`src/rtl/apb_reg_completer.sv`:
```
// apb_reg_completer: APB3 completer with ID/CTRL/SCRATCH registers, a free-running timer,
// an 8-entry word FIFO and per-transfer programmable wait states.
module apb_reg_completer #(
  parameter int          ADDR_WIDTH = 32,
  parameter int          DATA_WIDTH = 32,
  parameter logic [31:0] ID_VALUE   = 32'hA9B0_0001
) (
  input  logic                  clk,
  input  logic                  rst_n,
  input  logic [ADDR_WIDTH-1:0] paddr_i,
  input  logic                  psel_i,
  input  logic                  penable_i,
  input  logic                  pwrite_i,
  input  logic [DATA_WIDTH-1:0] pwdata_i,
  output logic [DATA_WIDTH-1:0] prdata_o,
  output logic                  pready_o,
  output logic                  pslverr_o
);
  typedef enum logic {IDLE, ACCESS} state_e;
  state_e                state_q, state_d;
  logic [3:0]            wcnt_q, wcnt_d;
  logic                  timer_en_q, timer_en_d;
  logic [3:0]            wait_cfg_q, wait_cfg_d;
  logic [DATA_WIDTH-1:0] scratch_q, scratch_d;
  logic [31:0]           timer_q, timer_d;
  logic [DATA_WIDTH-1:0] fifo_q [8];
  logic [DATA_WIDTH-1:0] fifo_d [8];
  logic [2:0]            wptr_q, wptr_d, rptr_q, rptr_d;
  logic [3:0]            cnt_q, cnt_d;
  logic [11:0]           off;
  logic                  unused_addr;
  logic                  full, empty, err, pready, commit, push, pop, wr_ctrl;
  logic [DATA_WIDTH-1:0] rdata;

  assign off         = paddr_i[11:0];
  assign unused_addr = ^paddr_i[ADDR_WIDTH-1:12];
  assign full        = cnt_q == 4'd8;
  assign empty       = cnt_q == 4'd0;

  always_comb begin
    err = (off[1:0] != 2'b00) || (off > 12'h014)
       || (pwrite_i && (off == 12'h000 || off == 12'h00C || off == 12'h014))
       || (pwrite_i && off == 12'h010 && full)
       || (!pwrite_i && off == 12'h010 && empty);
    rdata = off == 12'h000 ? DATA_WIDTH'(ID_VALUE)
          : off == 12'h004 ? DATA_WIDTH'({wait_cfg_q, 3'b000, timer_en_q})
          : off == 12'h008 ? scratch_q
          : off == 12'h00C ? DATA_WIDTH'(timer_q)
          : off == 12'h010 ? fifo_q[rptr_q]
          : DATA_WIDTH'({full, empty, 4'b0000, cnt_q});
    pready  = state_q == ACCESS && psel_i && wcnt_q == 4'd0;
    commit  = pready && penable_i && !err;
    push    = commit && pwrite_i && off == 12'h010;
    pop     = commit && !pwrite_i && off == 12'h010;
    wr_ctrl = commit && pwrite_i && off == 12'h004;
  end

  assign pready_o  = pready;
  assign pslverr_o = pready && err;
  assign prdata_o  = (pready && !pwrite_i && !err) ? rdata : '0;

  // Counter reloads continuously in IDLE, so wait_cfg is captured on the setup edge.
  always_comb begin
    state_d = state_q == IDLE ? ((psel_i && !penable_i) ? ACCESS : IDLE)
                              : ((psel_i && wcnt_q != 4'd0) ? ACCESS : IDLE);
    wcnt_d  = state_q == IDLE ? wait_cfg_q : (wcnt_q != 4'd0 ? wcnt_q - 4'd1 : 4'd0);
  end

  always_comb begin
    timer_en_d = wr_ctrl ? pwdata_i[0] : timer_en_q;
    wait_cfg_d = wr_ctrl ? pwdata_i[7:4] : wait_cfg_q;
    scratch_d  = (commit && pwrite_i && off == 12'h008) ? pwdata_i : scratch_q;
    timer_d    = (wr_ctrl && pwdata_i[1]) ? '0 : timer_q + 32'(timer_en_q);
    fifo_d     = fifo_q;
    if (push) fifo_d[wptr_q] = pwdata_i;
    wptr_d     = wptr_q + 3'(push);
    rptr_d     = rptr_q + 3'(pop);
    cnt_d      = cnt_q + 4'(push) - 4'(pop);
  end

  always_ff @(posedge clk or negedge rst_n) begin
    if (!rst_n) begin
      state_q    <= IDLE;
      wcnt_q     <= '0;
      timer_en_q <= 1'b0;
      wait_cfg_q <= '0;
      scratch_q  <= '0;
      timer_q    <= '0;
      fifo_q     <= '{default: '0};
      wptr_q     <= '0;
      rptr_q     <= '0;
      cnt_q      <= '0;
    end else begin
      state_q    <= state_d;
      wcnt_q     <= wcnt_d;
      timer_en_q <= timer_en_d;
      wait_cfg_q <= wait_cfg_d;
      scratch_q  <= scratch_d;
      timer_q    <= timer_d;
      fifo_q     <= fifo_d;
      wptr_q     <= wptr_d;
      rptr_q     <= rptr_d;
      cnt_q      <= cnt_d;
    end
  end
endmodule

```
`config.mk`:
```
export PLATFORM = sky130hd
export DESIGN_NAME = apb_reg_completer
export DESIGN_NICKNAME = d
export VERILOG_FILES = /design/src/rtl/apb_reg_completer.sv
export SDC_FILE = /design/constraint.sdc
export NUM_CORES = 1
export LEC_CHECK = 0
export CORE_UTILIZATION = 60
export CTS_BUF_LIST = sky130_fd_sc_hd__clkbuf_8
export DETAILED_ROUTE_END_ITERATION = 12
export GPL_ROUTABILITY_DRIVEN = 0
export GPL_TIMING_DRIVEN = 0
export PLACE_DENSITY = 0.81
export SLEW_MARGIN = 20
export SYNTH_ARGS = -nofsm -noshare
export SYNTH_HDL_FRONTEND = slang
export SYNTH_SLANG_ARGS = --single-unit
```
`constraint.sdc`:
```
create_clock -name clk -period 3.9 [get_ports clk]
set_clock_uncertainty 0.2 [all_clocks]
set_input_delay 0.78 -clock clk [delete_from_list [all_inputs] [get_ports clk]]
set_output_delay 0.78 -clock clk [all_outputs]
set_load 0.1 [all_outputs]
```
==> qor.csv <==
stage;metric;value;unit
pwr;ir_worst_vdd;227;uV
cts;htreeDepth;2;
sta;tightest_slew;951;ps
grt;grt_max_degree;92;
setup_path;required;2920;ps
die;core.rowCount;60;
final_layout;areaGrowthSynthToFinish;23.2;%
final_layout;drive_gt1_share;45.3;%
yosys;synth-edff-count;0;
placement;place_inst;1618;
yosys;ys_seq_elements;340;
setup_path;crit_path_start_kind;input pin;
route;viasPerCell;6.46;
route;dr.pass1.iters;5;
sta;slew_headroom;36.8;%
die;chipHeight;167;um
yosys;synth_top_area_share;51.8;%
cts;clock_latency;580;ps
yosys;seq_area_frac_synth;51.8;%
setup_path;rr_endpoint;cnt_q[2];
setup_path;endpoint;prdata_o[29];
cts;cts_tree;yes;
sta;rsz0062_at_grt;true;
yosys;synthTopCellsByArea;dfrtp_1 (52%), mux2_2 (17%), mux4_2 (6.6%), mux2i_1 (3.2%), mux2_4 (2.7%);
sta;post-route-min-period;3990;ps
route;drtAntennaViolNets;0;
die;pin_count;103;
setup_path;path_max_fanout;7;
yosys;ys.flop_type;dfrtp_1;
setup_path;worstReg2RegStart;wcnt_q[1];
yosys;synth-async-reset-ratio;100;%
yosys;synth_top_area_cell;dfrtp_1;
yosys;yosysWarningCount;0;
cts;ctsRootBufferMaster;clkbuf_8;
die;die-width;167;um
pwr;power_density;337;nW/um^2
grt;grt_pass1_wl;68200;um
yosys;synth_common_cells;dfrtp_1 (340), mux2_2 (250), nor2_1 (72);
sta;setup_viol;18;
yosys;synthCells;1196;
grt;track_usage;32.3;%
sta;fmax;250;MHz
die;die_area;28100;um^2
setup_path;cp.arrival;3010;ps
final_layout;fillers;1631;
route;drc;0;
placement;port_buffers;76;
setup_path;r2r_cells;11;
route;post_drt_wl_per_cell;25.7;um
sta;final_hold_viol_count;0;
route;via_count;11200;
final_layout;multiInputGateArea;8200;um^2
outcome;violations;negative setup slack;
setup_path;crit_start;paddr_i[8];
final_layout;fin_cells;1739;
yosys;synth.most_common_cell;dfrtp_1;
grt;grt_pass1_vias;11600;
placement;hpwl;27900;um
die;core;26900;um^2
flow_run;max-cap-violations;0;
setup_path;endpoint_kind;output pin;
sta;fin_hold_ws;15.2;ps
final_layout;nNetsFinal;1441;
route;dr.first_iter.drc_count;1036;
grt;antenna_found_initial;1;
setup_path;critPathKind;input pin to output pin;
yosys;syn_area;16400;um^2
yosys;synth_area_per_cell;13.7;um^2
setup_path;rrSetupSlack;500;ps
cts;cts_sinks;340;
worst_hold_path;hold_class;input pin to asynchronous set/reset pin;
pwr;fin_total_pwr;6.82;mW
final_layout;regArea;8510;um^2
grt;overflow;0;
placement;dp_slack;-2060;ps
sta;worst_slack;-94.3;ps
outcome;outcome;finished, violations left;
cts;cts_buffers;55;
sta;slew_violations;0;
yosys;synth_nets;1278;
cts;clockBufferDepth;3;
die;start_util;61.1;%
route;routed_wirelength;44700;um
cts;path_clk_slew;60;ps
sta;period_share;102;%
pwr;p_leak;9.45;nW
yosys;synth_cell_types;61;
[state kept, by name, summed over array words and instances (netlist names)]
name        cells
fifo_q        256
scratch_q      32
timer_q        32
cnt_q           4
wait_cfg_q      4
wcnt_q          4
rptr_q          3
wptr_q          3
state_q         1
timer_en_q      1
[cell families after synthesis]
logic type,after synthesis,synth area share (%)
AOI/OAI and AO/OA,118,5.02
adders and majority gates,13,1.04
DFF,340,51.8
xor gates and xnor gates,35,1.87
muxes,399,30.9
and+or+nand+nor,190,6.53
buffers and inverters,101,2.86
[worst max-delay path: stages]
cell and delay [ps]:
buf_8 90, or4_4 590, or4_4 560, clkbuf_16 200, o22a_4 250, o31ai_4 300, buf_12 220
[how the worst min path moves through the flow]
stage | start | endpoint | slack [ps] | cells after the start
4_1_cts | rst_n | fifo_q[207] | 30 | 1
3_5_place_dp | fifo_q[167] | fifo_q[167] | 270 | 1
5_1_grt | rst_n | scratch_q[15] | 50 | 1
6_report | rst_n | scratch_q[15] | 20 | 1
2_1_floorplan | fifo_q[33] | fifo_q[33] | 250 | 1
3_3_place_gp | fifo_q[166] | fifo_q[166] | 260 | 1
[layer usage]
layer | up-vias | part of all wire, % | GRT usage [%]
met5 | - | 0 | 0
met4 | 0 | 4.1 | 14.5
met3 | 125 | 6.9 | 5.53
met2 | 503 | 48 | 51.8
met1 | 5857 | 41 | 43.4
li1 | 4744 | - | -
[placed cells by master (no fill, tap or decap), types with 10 or more instances in the layout]
cell type          n
dfrtp_1          339
mux2_2           250
clkbuf_8          77
nor2_1            69
mux2i_1           53
mux4_2            48
inv_1             38
buf_4             35
mux2_4            30
clkdlybuf4s50_1   28
buf_12            25
xnor2_1           24
buf_2             24
nand2_1           18
mux2_1            18
buf_6             16
a22oi_1           16
o22ai_4           15
o211a_4           13
nand4_1           12
ha_1              12
nor3_1            11
xor2_1            11
nand3_1           10
nor2b_1           10
o21ai_0           10
[what timing repair did]
action	CTS	global route
hold buffers	0	0
gates resized for setup	425	36
buffers inserted	12	15
cloned	3	1
pin swaps	26	19
setup endpoints to repair	67	32
[area by class of cell]
class / instances / area share [%]
antenna: 1 / 0.0124
multi-input combinational: 755 / 40.5
clock buffer: 71 / 4.83
sequential: 340 / 42.0
buffer: 77 / 2.90
clock inverter: 24 / 0.470
timing repair buffer: 112 / 6.83
inverter: 18 / 0.334
tap: 341 / 2.11
[metrics by stage]
| stage | cell area (um^2) | TNS (ps) | util [%] |
|---|---|---|---|
| detailed placement | 18100 | -92200 | 67.4 |
| CTS | 20000 | -572 | 74.5 |
| global route | 20200 | -760 | 75.3 |
| finish | 20200 | -572 | 75.3 |
| floorplan | 16800 | -7960 | - |
| global placement | 18000 | -4404850 | 67.0 |
[report_power, final]
group,total (mW),internal (mW),switching (mW)
clock network,2.99,1.61,1.38
logic,0.279,0.0941,0.185
registers,3.55,3.54,0.0119
No activity file was read; power rests on OpenSTA's default activity.
